--- src/rtl/apple_iie_timing_generator_if.sv ---
// Timing bundle between the IIe timing generator and its consumers (CPU, DRAM, video).
// The generator drives everything except enable; dbg_state exposes the run/stop FSM.
interface apple_iie_timing_generator_if;
  logic       enable;
  logic       clk_7M;
  logic       q3;
  logic       phi0;
  logic       phi1;
  logic       ras_n;
  logic       ax;
  logic       cas_n;
  logic [3:0] phase;
  logic       phi0_rise;
  logic       cycle_end;
  logic [6:0] hcount;
  logic [8:0] vcount;
  logic       frame_start;
  logic       running;
  logic [1:0] dbg_state;

  modport master (
    input  enable,
    output clk_7M, q3, phi0, phi1, ras_n, ax, cas_n, phase, phi0_rise,
           cycle_end, hcount, vcount, frame_start, running, dbg_state
  );

  modport slave (
    output enable,
    input  clk_7M, q3, phi0, phi1, ras_n, ax, cas_n, phase, phi0_rise,
           cycle_end, hcount, vcount, frame_start, running, dbg_state
  );
endinterface

--- src/rtl/apple_iie_timing_generator.sv ---
// Apple IIe motherboard timing from 14M: CPU phases, DRAM strobes, h/v cycle counters.
// Every CYCLES_PER_LINE-th CPU cycle is stretched by LONG_STRETCH ticks of 14M.
module apple_iie_timing_generator #(
  parameter int CYCLES_PER_LINE = 65,
  parameter int LINES_PER_FRAME = 262,
  parameter int LONG_STRETCH    = 2
) (
  input  logic                          clk_14M,
  input  logic                          reset_n,
  apple_iie_timing_generator_if.master  tg
);

  typedef enum logic [1:0] {
    ST_STOPPED  = 2'd0,
    ST_RUN      = 2'd1,
    ST_STOPPING = 2'd2
  } state_t;

  localparam logic [3:0] LAST_NORMAL = 4'd13;
  localparam logic [3:0] LAST_LONG   = 4'(13 + LONG_STRETCH);
  localparam logic [6:0] H_LAST      = 7'(CYCLES_PER_LINE - 1);
  localparam logic [8:0] V_LAST      = 9'(LINES_PER_FRAME - 1);

  state_t     state_q, state_d;
  logic [3:0] p_q, p_d;
  logic [6:0] h_q, h_d;
  logic [8:0] v_q, v_d;
  logic       clk7_q, clk7_d;
  logic       q3_q, q3_d;
  logic       phi0_q, phi0_d;
  logic       ras_n_q, ras_n_d;
  logic       cas_n_q, cas_n_d;
  logic       rise_q, rise_d;
  logic       cend_q, cend_d;
  logic       fstart_q, fstart_d;
  logic [3:0] last_cur;
  logic [3:0] last_nxt;
  logic       run_d;

  // Run/stop control and counters. A stop only takes effect on the last tick of a cycle.
  always_comb begin
    state_d  = state_q;
    p_d      = p_q;
    h_d      = h_q;
    v_d      = v_q;
    last_cur = (h_q == H_LAST) ? LAST_LONG : LAST_NORMAL;
    case (state_q)
      ST_STOPPED: begin
        if (tg.enable) state_d = ST_RUN;
      end
      ST_RUN, ST_STOPPING: begin
        if (p_q == last_cur) begin
          p_d = 4'd0;
          h_d = (h_q == H_LAST) ? 7'd0 : h_q + 7'd1;
          if (h_q == H_LAST) v_d = (v_q == V_LAST) ? 9'd0 : v_q + 9'd1;
          state_d = tg.enable ? ST_RUN : ST_STOPPED;
        end else begin
          p_d     = p_q + 4'd1;
          state_d = tg.enable ? ST_RUN : ST_STOPPING;
        end
      end
      default: state_d = ST_STOPPED;
    endcase
  end

  // Output table is evaluated on the next tick's phase so the registered outputs line up with phase.
  always_comb begin
    run_d    = (state_d != ST_STOPPED);
    last_nxt = (h_d == H_LAST) ? LAST_LONG : LAST_NORMAL;
    clk7_d   = 1'b0;
    q3_d     = 1'b0;
    phi0_d   = 1'b0;
    ras_n_d  = 1'b1;
    cas_n_d  = 1'b1;
    rise_d   = 1'b0;
    cend_d   = 1'b0;
    fstart_d = 1'b0;
    if (run_d) begin
      clk7_d   = p_d[0];
      q3_d     = (p_d <= 4'd3) || ((p_d >= 4'd7) && (p_d <= 4'd10));
      phi0_d   = (p_d >= 4'd7);
      ras_n_d  = !(((p_d >= 4'd2) && (p_d <= 4'd6)) || (p_d >= 4'd9));
      cas_n_d  = !(((p_d >= 4'd4) && (p_d <= 4'd6)) || (p_d >= 4'd11));
      rise_d   = (p_d == 4'd7);
      cend_d   = (p_d == last_nxt);
      fstart_d = (p_d == 4'd0) && (h_d == 7'd0) && (v_d == 9'd0);
    end
  end

  always_ff @(posedge clk_14M or negedge reset_n) begin
    if (!reset_n) begin
      state_q  <= ST_STOPPED;
      p_q      <= 4'd0;
      h_q      <= 7'd0;
      v_q      <= 9'd0;
      clk7_q   <= 1'b0;
      q3_q     <= 1'b0;
      phi0_q   <= 1'b0;
      ras_n_q  <= 1'b1;
      cas_n_q  <= 1'b1;
      rise_q   <= 1'b0;
      cend_q   <= 1'b0;
      fstart_q <= 1'b0;
    end else begin
      state_q  <= state_d;
      p_q      <= p_d;
      h_q      <= h_d;
      v_q      <= v_d;
      clk7_q   <= clk7_d;
      q3_q     <= q3_d;
      phi0_q   <= phi0_d;
      ras_n_q  <= ras_n_d;
      cas_n_q  <= cas_n_d;
      rise_q   <= rise_d;
      cend_q   <= cend_d;
      fstart_q <= fstart_d;
    end
  end

  assign tg.clk_7M      = clk7_q;
  assign tg.q3          = q3_q;
  assign tg.ax          = q3_q;
  assign tg.phi0        = phi0_q;
  assign tg.phi1        = ~phi0_q;
  assign tg.ras_n       = ras_n_q;
  assign tg.cas_n       = cas_n_q;
  assign tg.phase       = p_q;
  assign tg.phi0_rise   = rise_q;
  assign tg.cycle_end   = cend_q;
  assign tg.hcount      = h_q;
  assign tg.vcount      = v_q;
  assign tg.frame_start = fstart_q;
  assign tg.running     = (state_q != ST_STOPPED);
  assign tg.dbg_state   = state_q;

endmodule

--- src/flat_wrapper.sv ---
// flat-port wrapper written by rule: the top's interface ports become plain ports
module apple_iie_timing_generator_flat 
#(
  parameter int CYCLES_PER_LINE = 65,
  parameter int LINES_PER_FRAME = 262,
  parameter int LONG_STRETCH    = 2
)
  (clk_14M, reset_n, tg_enable, tg_clk_7M, tg_q3, tg_phi0, tg_phi1, tg_ras_n, tg_ax, tg_cas_n, tg_phase, tg_phi0_rise, tg_cycle_end, tg_hcount, tg_vcount, tg_frame_start, tg_running, tg_dbg_state);
  apple_iie_timing_generator_if tg_i ();
  input  logic clk_14M;
  input  logic reset_n;
  input wire logic [$bits(tg_i.enable)-1:0] tg_enable;
  output wire logic [$bits(tg_i.clk_7M)-1:0] tg_clk_7M;
  output wire logic [$bits(tg_i.q3)-1:0] tg_q3;
  output wire logic [$bits(tg_i.phi0)-1:0] tg_phi0;
  output wire logic [$bits(tg_i.phi1)-1:0] tg_phi1;
  output wire logic [$bits(tg_i.ras_n)-1:0] tg_ras_n;
  output wire logic [$bits(tg_i.ax)-1:0] tg_ax;
  output wire logic [$bits(tg_i.cas_n)-1:0] tg_cas_n;
  output wire logic [$bits(tg_i.phase)-1:0] tg_phase;
  output wire logic [$bits(tg_i.phi0_rise)-1:0] tg_phi0_rise;
  output wire logic [$bits(tg_i.cycle_end)-1:0] tg_cycle_end;
  output wire logic [$bits(tg_i.hcount)-1:0] tg_hcount;
  output wire logic [$bits(tg_i.vcount)-1:0] tg_vcount;
  output wire logic [$bits(tg_i.frame_start)-1:0] tg_frame_start;
  output wire logic [$bits(tg_i.running)-1:0] tg_running;
  output wire logic [$bits(tg_i.dbg_state)-1:0] tg_dbg_state;
  assign tg_i.enable = tg_enable;
  assign tg_clk_7M = tg_i.clk_7M;
  assign tg_q3 = tg_i.q3;
  assign tg_phi0 = tg_i.phi0;
  assign tg_phi1 = tg_i.phi1;
  assign tg_ras_n = tg_i.ras_n;
  assign tg_ax = tg_i.ax;
  assign tg_cas_n = tg_i.cas_n;
  assign tg_phase = tg_i.phase;
  assign tg_phi0_rise = tg_i.phi0_rise;
  assign tg_cycle_end = tg_i.cycle_end;
  assign tg_hcount = tg_i.hcount;
  assign tg_vcount = tg_i.vcount;
  assign tg_frame_start = tg_i.frame_start;
  assign tg_running = tg_i.running;
  assign tg_dbg_state = tg_i.dbg_state;
  apple_iie_timing_generator #(.CYCLES_PER_LINE(CYCLES_PER_LINE), .LINES_PER_FRAME(LINES_PER_FRAME), .LONG_STRETCH(LONG_STRETCH)) u_core (.clk_14M(clk_14M), .reset_n(reset_n), .tg(tg_i));
endmodule
--- config.mk ---
export PLATFORM = sky130hd
export DESIGN_NAME = apple_iie_timing_generator_flat
export DESIGN_NICKNAME = d
export VERILOG_FILES = /design/src/rtl/apple_iie_timing_generator_if.sv /design/src/rtl/apple_iie_timing_generator.sv /design/src/flat_wrapper.sv
export SDC_FILE = /design/constraint.sdc
export NUM_CORES = 1
export LEC_CHECK = 0
export BUFFER_PORTS_ARGS = -buffer_cell sky130_fd_sc_hd__buf_2
export CAP_MARGIN = 20
export CORE_MARGIN = 8
export CORE_UTILIZATION = 50
export CTS_BUF_LIST = sky130_fd_sc_hd__clkbuf_8
export DETAILED_ROUTE_END_ITERATION = 16
export MAX_ROUTING_LAYER = met4
export PLACE_DENSITY = 0.73
export SYNTH_ARGS = -nofsm -noshare
export SYNTH_HDL_FRONTEND = slang
export SYNTH_SLANG_ARGS = --single-unit
--- constraint.sdc ---
create_clock -name clk_14M -period 5.9 [get_ports clk_14M]
set_input_delay 0.59 -clock clk_14M [delete_from_list [all_inputs] [get_ports clk_14M]]
set_output_delay 0.59 -clock clk_14M [all_outputs]
set_load 0.01 [all_outputs]
==> results_dict.tcl, run 1 <==
set metrics [dict create \
    status "completed" \
    netlist_area_sq_um 1990 \
    synth-simple-area-share_pct 26.2 \
    seq_area_frac_synth_pct 37.9 \
    synth_compound_area_share_pct 21.0 \
    arrival_ps 3170 \
    yosys.area.top_type "dfrtp_1" \
    vias 1835 \
    hold_path_class "in2async" \
    crit-reg2reg-capture "u_core.tg.frame_start" \
    routed_wl_um 4880 \
    port_buffers 35 \
    vdd_drop_max_uv 149 \
    synthTopCellsByCount "28 x dfrtp_1, 22 x o21ai_0, 18 x nand2_1, 13 x inv_1, 13 x nor2_1" \
    fp.dieH_um 79.1 \
    ff2ff_path_depth 8 \
    via_per_inst 5.94 \
    cp-start-kind "flop" \
    nFillCells 376 \
    synth_fa_ha_area_share_pct 4.40 \
    drv_cap 0 \
    drc 0 \
    critical_path.max_fanout 18 \
    crit_family "simple AND/OR/NAND/NOR gates" \
    synth_cell_type_count 50 \
    synth_xor_area_share_pct 3.08 \
    timing_hold_violations_final 0 \
    clockRootBuffer "clkbuf_8" \
    grt_start_max_net_pins 31 \
    rsz0062_at_grt "false" \
    critPathMostFrequentCell "nor4_4" \
    crit_buf_inv 1 \
    synth_edf_count 0 \
    relSlewSlack_pct 53.7 \
    design.die.area_sq_um 6250 \
    syn_avg_cell_area_sq_um 8.69 \
    antenna_found_initial 0 \
    h-tree-depth 2 \
    holdBufCountCts 0 \
    worstSetupPathType "reg2reg" \
    final-seq-area_sq_um 753 \
    cts_buffers 5 \
    synth_top_family_by_area "simple AND/OR/NAND/NOR gates" \
    synth-seq-cells 30 \
    fp.dieW_um 79.1 \
    finalMaxSlewViolations 0 \
    multi_input_area_sq_um 1130 \
    io_pins 36 \
    clkSlewWorstSetupHoldPaths_ps 60 \
    synth_mux_area_share_pct 2.20 \
    grt_pass1_vias 1711 \
    clock_path_buffers 2 \
    cts_resized 0 \
    max_stage_delay_ps 610 \
    post-cts-setup-buffers 0 \
    grt_usage_pct 16.3 \
    yosysWarnings 0 \
    place_congestion 0.889 \
    cts_tree "yes" \
    worst_pin_slew_ps 689 \
    grt_overflow 0 \
    areaGrowthSynthToFinish_pct 14.5 \
    initial_core_util_pct 50.8 \
    fmax_ghz 0.336 \
    p_per_area_nw_per_um2 456 \
    cp_slowest_cell "ha_1" \
    cp.required_ps 6090 \
    r2r_start "u_core.tg.dbg_state[1]" \
    synthTopCellsByArea "dfrtp_1 35%, o21ai_0 5.5%, ha_1 4.4%" \
    dpl.hpwl_um 3550 \
    ys.flop_type "dfrtp_1" \
    fin_crit_ps 2980 \
    clock_latency_ps 280 \
    syn-instance-count 229 \
    p_leak_nw 1.05 \
    first_pass_iters 4 \
    grt_pass1_wl_um 8050 \
    num_rows 23 \
    ant_nets 0 \
    r2r_slack_ps 2920 \
    first_iter_violations 139 \
    synth_top_area_share_pct 35.2 \
    ys_async_sr_fraction_pct 100 \
    final_nets 268 \
    skew_ps 5.31 \
    yosysMostFrequentCell "dfrtp_1" \
    post_route_cells_drive_above_1_share_pct 20.8 \
    core_sq_um 3910 \
    hold_ws_ps 346 \
    cts.sinks 30 \
    critical_path.cell_chain "inv_1 -> ha_1 -> nand4_1 -> nor4_4 -> a2111oi_1 -> nor4_4 -> o2111ai_1 -> nor4_2" \
    syn_nets 239 \
    fin_tns_setup_ps 0 \
    diodes 0 \
    worst_setup_path_end_kind "flop" \
    routedWlPerCell_um 15.8 \
    finalCritPeriodShare_pct 50.5 \
    setup_viol 0 \
]
-- cell families after synthesis --
group / after synthesis
fa+ha+maj: 7
flops: 30
simple gates: 88
buf+inv: 26
xor+xnor: 7
compound gates: 67
mux: 4
-- layout make-up --
class | count | share of cell area [%]
Multi-Input combinational cell | 173 | 49.7
Sequential cell | 30 | 33.1
Timing Repair Buffer | 35 | 7.69
Clock buffer | 5 | 3.02
Tap cell | 50 | 2.75
Inverter | 13 | 2.14
Clock inverter | 3 | 1.65
-- power breakdown --
group	internal [mW]	leakage [nW]	switching (mW)
logic	0.199	0.596	0.308
clock network	0.123	0.0607	0.0744
registers	0.263	0.394	0.0703
total	0.584	1.05	0.453
-- per-layer routing --
layer  vias up  wire, um  part of all wire [%]  track usage (%)
li1        897         -                     -                -
met1       872      2150                    44             19.4
met2        60      2370                    49             26.3
met3         6       304                   6.2             4.74
met4         0        51                   1.0             4.44
met5         -         0                     0                -
-- placed cells by master, fill, tap and decap left out, types with 3 or more instances in the layout --
cell,count
a211oi_1,5
a21o_1,5
a21oi_1,12
a31oi_1,3
and3_1,3
buf_2,35
clkbuf_8,5
dfrtp_1,28
ha_1,7
inv_1,15
mux2_2,3
nand2_1,18
nand2b_1,5
nand3_1,10
nand4_1,3
nor2_1,13
nor2b_1,5
nor3_1,10
nor4_1,3
o21ai_0,22
o31ai_1,5
xnor2_1,4
xor2_1,3
-- how the worst max path moves through the flow --
stage / slack, ps / depth (start not counted) / from / end
global placement: 3080 / 8 / u_core.tg.dbg_state[1] / u_core.tg.frame_start
CTS: 2950 / 8 / u_core.tg.dbg_state[1] / u_core.tg.frame_start
finish: 2920 / 8 / u_core.tg.dbg_state[1] / u_core.tg.frame_start
global route: 2640 / 8 / u_core.tg.dbg_state[0] / u_core.tg.frame_start
detailed placement: 2940 / 8 / u_core.tg.dbg_state[1] / u_core.tg.frame_start
floorplan: 3550 / 9 / u_core.tg.hcount[0] / u_core.tg.frame_start
-- flip-flops by register name, summed over array words and instances (netlist names) --
register / count
u_core.tg.ax: 1
u_core.tg.cas_n: 1
u_core.tg.clk_7M: 1
u_core.tg.cycle_end: 1
u_core.tg.dbg_state: 2
u_core.tg.frame_start: 1
u_core.tg.hcount: 7
u_core.tg.phase: 4
u_core.tg.phi0: 1
u_core.tg.phi0_rise: 1
u_core.tg.ras_n: 1
u_core.tg.vcount: 9
-- per-stage QoR --
step | util [%] | power (mW) | std cells | cell area [sq um] | setup WS, ps
4_1_cts | 58.2 | 1.04 | 309 | 2280 | 2950
2_1_floorplan | - | 0.700 | 229 | 1990 | 3550
5_1_grt | 58.2 | 1.12 | 309 | 2280 | 2640
6_report | 58.2 | 1.04 | 309 | 2280 | 2920
3_5_place_dp | 55.5 | 0.840 | 301 | 2170 | 2940
3_3_place_gp | 55.5 | 0.843 | 301 | 2170 | 3080
Power figures use the tool's default switching activity.
==> run 2, diff against run 1 <==
clock period = 2.75 ns   (was 5.9 ns; I/O delays follow)
==> run 2 against run 1 <==
  * Via count up 1.0%
  * Routed wire length down 0.33%
  * Clock power up 110%
  * Utilization up 1.3 points
  * Maximum frequency up 19%
  * Clock skew down 1.6 ps
  * Worst setup slack worse by 2700 ps
  * Die area unchanged
  * Final cell count up 1.9%
==> results_dict.tcl, run 2 (synthesis results as in run 1) <==
set metrics [dict create \
    fin_tns_setup_ps 0 \
    design.die.area_sq_um 6250 \
    grt_pass1_wl_um 8210 \
    io_pins 36 \
    fp.dieH_um 79.1 \
    p_leak_nw 1.08 \
    holdBufCountCts 0 \
    cp-start-kind "flop" \
    first_pass_iters 4 \
    cts_buffers 5 \
    diodes 0 \
    fp.dieW_um 79.1 \
    placed_area_sq_um 2220 \
    via_per_inst 5.89 \
    relSlewSlack_pct 56.9 \
    post-cts-setup-buffers 0 \
    timing_hold_violations_final 0 \
    crit_buf_inv 2 \
    drv_cap 0 \
    grt_start_max_net_pins 31 \
    arrival_ps 2660 \
    setup_viol 0 \
    antenna_found_initial 0 \
    fin_crit_ps 2500 \
    final_common_cell "buf_2" \
    port_buffers 35 \
    crit_family "simple AND/OR/NAND/NOR gates" \
    finalCritPeriodShare_pct 91.0 \
    hold_path_class "in2async" \
    worst_setup_path_end_kind "flop" \
    cts_resized 0 \
    first_iter_violations 134 \
    r2r_slack_ps 250 \
    areaGrowthSynthToFinish_pct 17.0 \
    largest_reg_flops 9 \
    clockRootBuffer "clkbuf_8" \
    final_nets 274 \
    critical_path.cell_chain "inv_1 -> ha_1 -> or4b_1 -> nor4_4 -> buf_4 -> a211oi_1 -> a311o_1 -> o2111ai_1 -> nor4_2" \
    critical_path.max_fanout 11 \
    skew_ps 3.66 \
    vdd_drop_max_uv 352 \
    grt_pass1_vias 1765 \
    cts.sinks 30 \
    core_sq_um 3910 \
    clock_latency_ps 280 \
    fmax_ghz 0.400 \
    status "completed" \
    cp_slowest_cell "or4b_1" \
    place_congestion 0.882 \
    initial_core_util_pct 50.8 \
    dpl.hpwl_um 3630 \
    p_per_area_nw_per_um2 983 \
    clock_path_buffers 2 \
    grt_overflow 0 \
    rsz0062_at_grt "false" \
    final_cell_mix "35 x buf_2, 28 x dfrtp_1, 22 x o21ai_0, 18 x nand2_1, 15 x inv_1" \
    finalMaxSlewViolations 0 \
    cts_tree "yes" \
    vias 1854 \
    clkSlewWorstSetupHoldPaths_ps 60 \
    ant_nets 0 \
    num_rows 23 \
    h-tree-depth 2 \
    routedWlPerCell_um 15.4 \
    max_stage_delay_ps 580 \
    final_area_sq_um 2330 \
    worstSetupPathType "reg2reg" \
    cp.required_ps 2910 \
    grt_usage_pct 16.6 \
    routed_wl_um 4860 \
    worst_pin_slew_ps 646 \
    post_route_cells_drive_above_1_share_pct 23.0 \
    drc 0 \
]
[run 2: power by group]
group / internal [mW] / switching [mW]
Sequential: 0.564 / 0.113
Combinational: 0.471 / 0.717
Clock: 0.263 / 0.159
Total: 1.30 / 0.989
[run 2: worst paths after layout]
path	from	end	cells after the start
max	u_core.tg.hcount[0]	u_core.tg.frame_start	9
min	reset_n	u_core.tg.hcount[4]	1
min in group clk_14M	tg_enable	u_core.tg.clk_7M	4
min reg2reg	u_core.tg.phase[1]	u_core.tg.hcount[1]	1
max in group asynchronous	reset_n	u_core.tg.phase[0]	1
max reg2reg	u_core.tg.hcount[0]	u_core.tg.frame_start	9
[run 2: area by class of cell]
type,count,area [sq um]
clock buffer,5,68.8
timing repair buffer,41,220
fill,371,1590
tap,50,62.6
inverter,13,48.8
clock inverter,3,37.5
multi-input combinational,173,1140
sequential,30,753
[run 2: stage by stage]
stage	hold slack, ps	std cells	utilization (%)	total power, mW	worst slack [ps]
3_3_place_gp	351	307	56.6	1.85	234
6_report	21.5	315	59.5	2.29	247
4_1_cts	36.4	315	59.3	2.29	201
5_1_grt	89.5	315	59.5	2.49	27.9
3_5_place_dp	337	307	56.6	1.86	236
2_1_floorplan	-20.6	229	-	1.50	401
[run 2: metal layers]
layer	GRT usage (%)	vias up	wire length (um)
met5	-	-	0
met4	6.48	0	44
met3	4.29	5	232
met2	26.2	42	2390
met1	19.8	895	2190
li1	-	912	-
